### src/rtl/fetch_unit.sv
// Instruction-fetch front end: sequential instmem reads from an internal PC, in-order
// response tagging, and an output queue drained by decode/execute (valid/ready).
// Handshakes: a request or head pop transfers only on a rising edge where valid && ready.
module fetch_unit #(
    parameter int              Xlen           = 32,
    parameter int              Ilen           = 32,
    parameter int              DepthLog2      = 2,
    parameter int              MaxOutstanding = 2,
    parameter logic [Xlen-1:0] ResetPc        = '0
) (
    input  logic              clk_i,
    input  logic              rst_i,
    input  logic              redirect_valid_i,
    input  logic [Xlen-1:0]   redirect_pc_i,
    input  logic              instmem_ready_i,
    output logic              instmem_valid_o,
    output logic [Xlen-1:0]   instmem_addr_o,
    output logic [Ilen-1:0]   instmem_wdata_o,
    output logic [Ilen/8-1:0] instmem_wmask_o,
    input  logic [Ilen-1:0]   instmem_rdata_i,
    input  logic              instmem_rvalid_i,
    output logic              out_valid_o,
    input  logic              out_ready_i,
    output logic [Xlen-1:0]   out_pc_o,
    output logic [Ilen-1:0]   out_inst_o
);

    localparam int              Depth   = 2 ** DepthLog2;
    localparam int              TagIdxW = (MaxOutstanding > 1) ? $clog2(MaxOutstanding) : 1;
    localparam int              TagCntW = $clog2(MaxOutstanding + 1);
    localparam int              SumW    = TagCntW + DepthLog2 + 2;
    localparam logic [Xlen-1:0] PcStep  = Xlen'(Ilen / 8);

    logic [Xlen-1:0]           pc_q;
    logic [Xlen-1:0]           fetch_addr;

    logic [Xlen-1:0]           tag_pc_q [MaxOutstanding];
    logic [MaxOutstanding-1:0] tag_drop_q;
    logic [TagIdxW-1:0]        tag_rd_q;
    logic [TagIdxW-1:0]        tag_wr_q;
    logic [TagCntW-1:0]        tag_cnt_q;

    logic [Xlen-1:0]           outq_pc_q   [Depth];
    logic [Ilen-1:0]           outq_inst_q [Depth];
    logic [DepthLog2-1:0]      outq_rd_q;
    logic [DepthLog2-1:0]      outq_wr_q;
    logic [DepthLog2:0]        outq_cnt_q;

    logic [SumW-1:0]           occupancy;
    logic                      req_fire;
    logic                      rsp_fire;
    logic                      rsp_keep;
    logic                      out_pop;
    logic                      unused_pc_bits;

    // The low target bits are defined as don't-care.
    assign unused_pc_bits = ^redirect_pc_i[1:0];

    function automatic logic [TagIdxW-1:0] next_tag(input logic [TagIdxW-1:0] idx);
        return (idx == TagIdxW'(MaxOutstanding - 1)) ? '0 : idx + 1'b1;
    endfunction

    assign fetch_addr = redirect_valid_i ? {redirect_pc_i[Xlen-1:2], 2'b00} : pc_q;

    // Every in-flight live request owns a queue slot; a redirect frees the whole queue.
    assign occupancy = SumW'(tag_cnt_q) + (redirect_valid_i ? SumW'(0) : SumW'(outq_cnt_q));

    assign instmem_valid_o = !rst_i && (tag_cnt_q < TagCntW'(MaxOutstanding))
                             && (occupancy < SumW'(Depth));
    assign instmem_addr_o  = fetch_addr;
    assign instmem_wdata_o = '0;
    assign instmem_wmask_o = '0;

    assign req_fire = instmem_valid_o && instmem_ready_i;
    assign rsp_fire = instmem_rvalid_i && (tag_cnt_q != '0);
    assign rsp_keep = rsp_fire && !tag_drop_q[tag_rd_q] && !redirect_valid_i;
    assign out_pop  = out_ready_i && (outq_cnt_q != '0) && !redirect_valid_i;

    always_ff @(posedge clk_i or posedge rst_i) begin
        if (rst_i) begin
            pc_q <= ResetPc;
        end else if (req_fire) begin
            pc_q <= fetch_addr + PcStep;
        end else if (redirect_valid_i) begin
            pc_q <= fetch_addr;
        end
    end

    always_ff @(posedge clk_i or posedge rst_i) begin
        if (rst_i) begin
            tag_drop_q <= '0;
            tag_rd_q   <= '0;
            tag_wr_q   <= '0;
            tag_cnt_q  <= '0;
        end else begin
            // Kill everything already in flight; the target request written below stays live.
            if (redirect_valid_i) begin
                tag_drop_q <= '1;
            end
            if (req_fire) begin
                tag_drop_q[tag_wr_q] <= 1'b0;
                tag_wr_q             <= next_tag(tag_wr_q);
            end
            if (rsp_fire) begin
                tag_rd_q <= next_tag(tag_rd_q);
            end
            case ({req_fire, rsp_fire})
                2'b10:   tag_cnt_q <= tag_cnt_q + 1'b1;
                2'b01:   tag_cnt_q <= tag_cnt_q - 1'b1;
                default: tag_cnt_q <= tag_cnt_q;
            endcase
        end
    end

    always_ff @(posedge clk_i) begin
        if (req_fire) begin
            tag_pc_q[tag_wr_q] <= fetch_addr;
        end
    end

    always_ff @(posedge clk_i or posedge rst_i) begin
        if (rst_i) begin
            outq_rd_q  <= '0;
            outq_wr_q  <= '0;
            outq_cnt_q <= '0;
        end else if (redirect_valid_i) begin
            outq_rd_q  <= '0;
            outq_wr_q  <= '0;
            outq_cnt_q <= '0;
        end else begin
            if (rsp_keep) begin
                outq_wr_q <= outq_wr_q + 1'b1;
            end
            if (out_pop) begin
                outq_rd_q <= outq_rd_q + 1'b1;
            end
            case ({rsp_keep, out_pop})
                2'b10:   outq_cnt_q <= outq_cnt_q + 1'b1;
                2'b01:   outq_cnt_q <= outq_cnt_q - 1'b1;
                default: outq_cnt_q <= outq_cnt_q;
            endcase
        end
    end

    always_ff @(posedge clk_i) begin
        if (rsp_keep) begin
            outq_pc_q[outq_wr_q]   <= tag_pc_q[tag_rd_q];
            outq_inst_q[outq_wr_q] <= instmem_rdata_i;
        end
    end

    assign out_valid_o = (outq_cnt_q != '0);
    assign out_pc_o    = outq_pc_q[outq_rd_q];
    assign out_inst_o  = outq_inst_q[outq_rd_q];

    rvalid_needs_tag: assert property (@(posedge clk_i) disable iff (rst_i)
        instmem_rvalid_i |-> (tag_cnt_q != '0));

    outq_never_overflows: assert property (@(posedge clk_i) disable iff (rst_i)
        (rsp_keep && !out_pop) |-> (outq_cnt_q < (DepthLog2 + 1)'(Depth)));

endmodule

### config.mk
export PLATFORM = sky130hd
export DESIGN_NAME = fetch_unit
export DESIGN_NICKNAME = d
export VERILOG_FILES = /design/src/rtl/fetch_unit.sv
export SDC_FILE = /design/constraint.sdc
export NUM_CORES = 1
export LEC_CHECK = 0
export CAP_MARGIN = 5
export CORE_AREA = 8 8 211 133
export CTS_BUF_LIST = sky130_fd_sc_hd__clkbuf_4
export CTS_CLUSTER_DIAMETER = 120
export DETAILED_ROUTE_END_ITERATION = 12
export DIE_AREA = 0 0 219 141
export GPL_ROUTABILITY_DRIVEN = 0
export PLACE_DENSITY = 0.92
export SYNTH_ARGS = -nofsm -noshare
export SYNTH_HDL_FRONTEND = slang
export SYNTH_SLANG_ARGS = --single-unit
### constraint.sdc
create_clock -name clk_i -period 7.1 [get_ports clk_i]
set_clock_uncertainty 0.05 [all_clocks]
set_input_delay 1.42 -clock clk_i [delete_from_list [all_inputs] [get_ports clk_i]]
set_output_delay 1.42 -clock clk_i [all_outputs]
set_load 0.02 [all_outputs]
==> results.cfg <==
[power]
switching_share_pct = 28.74
pwr-share-seq_pct = 46.8
p_comb_share_pct = 24.4
cellInternalPower_uw = 4198
irDropWorstVdd_mv = 0.2055
power_density_nw_per_um2 = 334.4
switchingPower_uw = 1693
pwr-share-clk_pct = 28.8
total_power_uw = 5892
p_leak_uw = 0.006049

[critical_path]
critical_path_buf_inv_count = 2
cp.arrival_ns = 3.54
slowest_stage = dfrtp_4
crit_path_max_incr_delay_ns = 1.04
r2r-start = tag_rd_q
critPathCaptureType = output pin
ff2ff_setup_slack_ns = 3.53
critPathMaxFanout = 45
worstRegToRegCells = 5
cp_cell_sequence = buf_4, mux4_2, clkdlybuf4s50_1
critical_path_class = flop to output pin
startpoint_type = flop
critPathTopFamily = buffers and inverters
rr_endpoint = outq_inst_q[0][27]
cp.required_ns = 5.63

[flow_run]
cap_violations = 0

[grt]
grt_pass1_vias = 8438
track_usage_pct = 20.68
grt_max_degree = 66
grt.overflow.total = 0
grt_pass1_wl_um = 48590
grt_antenna_before_repair = 0

[layout]
syn2layout_area_growth_pct = 20.02
diodes = 0
nFillCells = 1534
post-route-util_pct = 71.13
finalNetCount = 1070
drive_gt1_share_pct = 26.37
final_area_sq_um = 17620

[floorplan]
die_w_um = 219
die_y_um = 141
placementRows = 45
io_pins = 204
coreArea_sq_um = 24770
initial_core_util_pct = 59.26
dieArea_sq_um = 30880

[yosys]
yosys_warnings = 0
synth-seq-cells = 365
synth.distinct_cells = 62
yosysTopAreaCell = edfxtp_1
synthTopCellsByArea = edfxtp_1 65%, mux4_2 9.8%, dfrtp_1 7.7%, mux2_2 3.9%, buf_4 1.9%
synth.avg_cell_area_sq_um = 19.07
ys_seq_area_share_pct = 73.12
synth_area_sq_um = 14680
async_flop_share_pct = 12.33
netlist_instances = 770
synth_ff_type = edfxtp_1
synth_edf_count = 320
synth_top_area_share_pct = 65.45

[timing]
fmax_ghz = 0.1997
tightestPinTransition_ns = 1.112
max_slew_margin_pct = 25.70
drv_slew = 0
setup-tns-final_ns = 0
hold_violations = 0
setup_viol = 0
rsz0062_at_grt = false
post-route-min-period_ns = 5.008
fin_crit_sh_pct = 70.53

[clock_network]
htreeDepth = 3
clk_latency_ns = 0.71
cts_hold_buf = 0
ctsResizeCount = 0
path_clk_slew_ns = 0.08
clock_path_buffers = 3
numCtsBuffers = 83
root_buffer = clkbuf_4
post_cts_buffers = 0
clock-sinks = 365
cts_tree = built

[placement]
dp_hpwl_um = 19450
port_buffers = 165
placed_area_sq_um = 16510

[worst_hold_path]
worst_hold_path_type = flop to flop
holdPathStages = 2
min_to = tag_drop_q[0]
hp-start = tag_drop_q[0]

[detailed_routing]
drt-total-wl_um = 31630
drt-initial-drc-count = 682
drc_errors = 0
wl_per_cell_um = 22.80
vias_per_cell = 5.769
ant_nets = 0
vias = 8001
dr.pass1.iters = 5

[status]
outcome = finished clean
==> routing by layer <==
metal	track usage (%)	vias up	share of wire, %
met5	0	-	0
met4	5.985	0	1.6
met3	5.513	55	8.0
met2	33.11	394	48
met1	27.76	4072	42
li1	-	3480	-
==> how the worst max path moves through the flow <==
stage	cells past startpoint	to	start	slack, ns
2_1_floorplan	10	tag_pc_q[0][0]	redirect_valid_i	2.15
3_3_place_gp	5	instmem_addr_o[4]	redirect_valid_i	2.34
3_5_place_dp	5	instmem_addr_o[4]	redirect_valid_i	2.31
4_1_cts	3	out_pc_o[4]	outq_rd_q[0]	1.91
5_1_grt	3	out_pc_o[4]	outq_rd_q[0]	1.79
6_report	3	out_pc_o[4]	outq_rd_q[0]	2.09
==> power groups by stage <==
stage / logic (uW) / clock network [uW] / registers (uW)
6_report: 1440 / 1700 / 2760
5_1_grt: 1520 / 1840 / 2790
4_1_cts: 1450 / 1740 / 2770
3_5_place_dp: 1440 / 0 / 2810
3_3_place_gp: 1410 / 0 / 2800
2_1_floorplan: 986 / 0 / 2680
==> registers in the layout, indices dropped and copies added, names as in the netlist <==
| name | count |
|---|---|
| outq_wr_q | 2 |
| tag_rd_q | 1 |
| outq_rd_q | 2 |
| tag_drop_q | 2 |
| pc_q | 32 |
| outq_inst_q | 128 |
| tag_wr_q | 1 |
| outq_cnt_q | 3 |
| tag_cnt_q | 2 |
| tag_pc_q | 64 |
| outq_pc_q | 128 |
==> final cells by class <==
type	count	area (sq um)	share of cell area, %
well taps	329	411.6	2.336
repair buffers	170	1684	9.558
inverters	17	63.81	0.3621
clock inverters	21	133.9	0.7598
flip-flops and latches	365	10740	60.97
clock buffers	130	975.9	5.539
multi-input cells	355	3608	20.48
==> cell families (layout without fill, tap and decap cells) <==
logic type,after synthesis,in the layout,synth area share [%]
compound gates,37,37,1.875
xor+xnor,30,30,1.841
fa+ha+maj,8,8,0.7329
buf+inv,85,338,3.324
flops,365,365,73.12
mux,125,125,14.41
other cells,1,36,0.02554
simple gates,119,119,4.670
==> placed cells by master, fill, tap and decap left out, types with 7 or more instances in the layout <==
cell type        synthesis  final
xnor2_1                 24     24
nand3_1                 17     17
edfxtp_1               320    320
ha_1                     7      7
nor2b_1                  8      8
mux2_2                  51     51
nand4_1                 10     10
mux2i_1                 10     10
clkinv_1                 0     14
nand2_1                 24     24
inv_1                   16     15
clkdlybuf4s50_1          0    164
o21ai_0                  9      9
dfrtp_1                 45     43
mux4_2                  64     64
conb_1                   1     36
nor2_1                  24     23
clkbuf_4                 0    130
==> worst min-delay path, cell delays in order (launching register included) <==
cell and delay, ns:
dfrtp_1 0.35, nor2_1 0.04, nor2_1 0.07
==> per-stage QoR <==
| stage | setup slack, ns | hold slack, ns | cells |
|---|---|---|---|
| final | 2.092 | 0.4549 | 1387 |
| after global routing | 1.789 | 0.4639 | 1387 |
| after CTS | 1.914 | 0.4475 | 1387 |
| after detailed placement | 2.309 | 0.4324 | 1236 |
| after global placement | 2.344 | 0.4163 | 1236 |
| after floorplan | 2.154 | 0.3957 | 805 |
==> cell usage after synthesis (2+ instances only) <==
| cell | number |
|---|---|
| and4_1 | 2 |
| nand4b_1 | 3 |
| a221o_1 | 3 |
| mux4_2 | 64 |
| inv_1 | 16 |
| o21ai_0 | 9 |
| nand3_1 | 17 |
| o211ai_1 | 3 |
| nand2b_1 | 3 |
| a32oi_1 | 2 |
| buf_2 | 9 |
| dfrtp_1 | 45 |
| and2_1 | 6 |
| xor2_1 | 5 |
| a31oi_1 | 2 |
| mux2_2 | 51 |
| buf_6 | 2 |
| nand2_1 | 24 |
| ha_1 | 7 |
| nor2_1 | 24 |
| a211oi_1 | 2 |
| and3_1 | 3 |
| clkbuf_1 | 14 |
| a211o_1 | 2 |
| nor2b_1 | 8 |
| a311o_1 | 2 |
| xnor2_1 | 24 |
| or3_1 | 3 |
| buf_1 | 5 |
| mux2i_1 | 10 |
| edfxtp_1 | 320 |
| buf_4 | 38 |
| nand4_1 | 10 |
| nor3_1 | 3 |
| o22ai_1 | 2 |
Power figures use the tool's default switching activity.
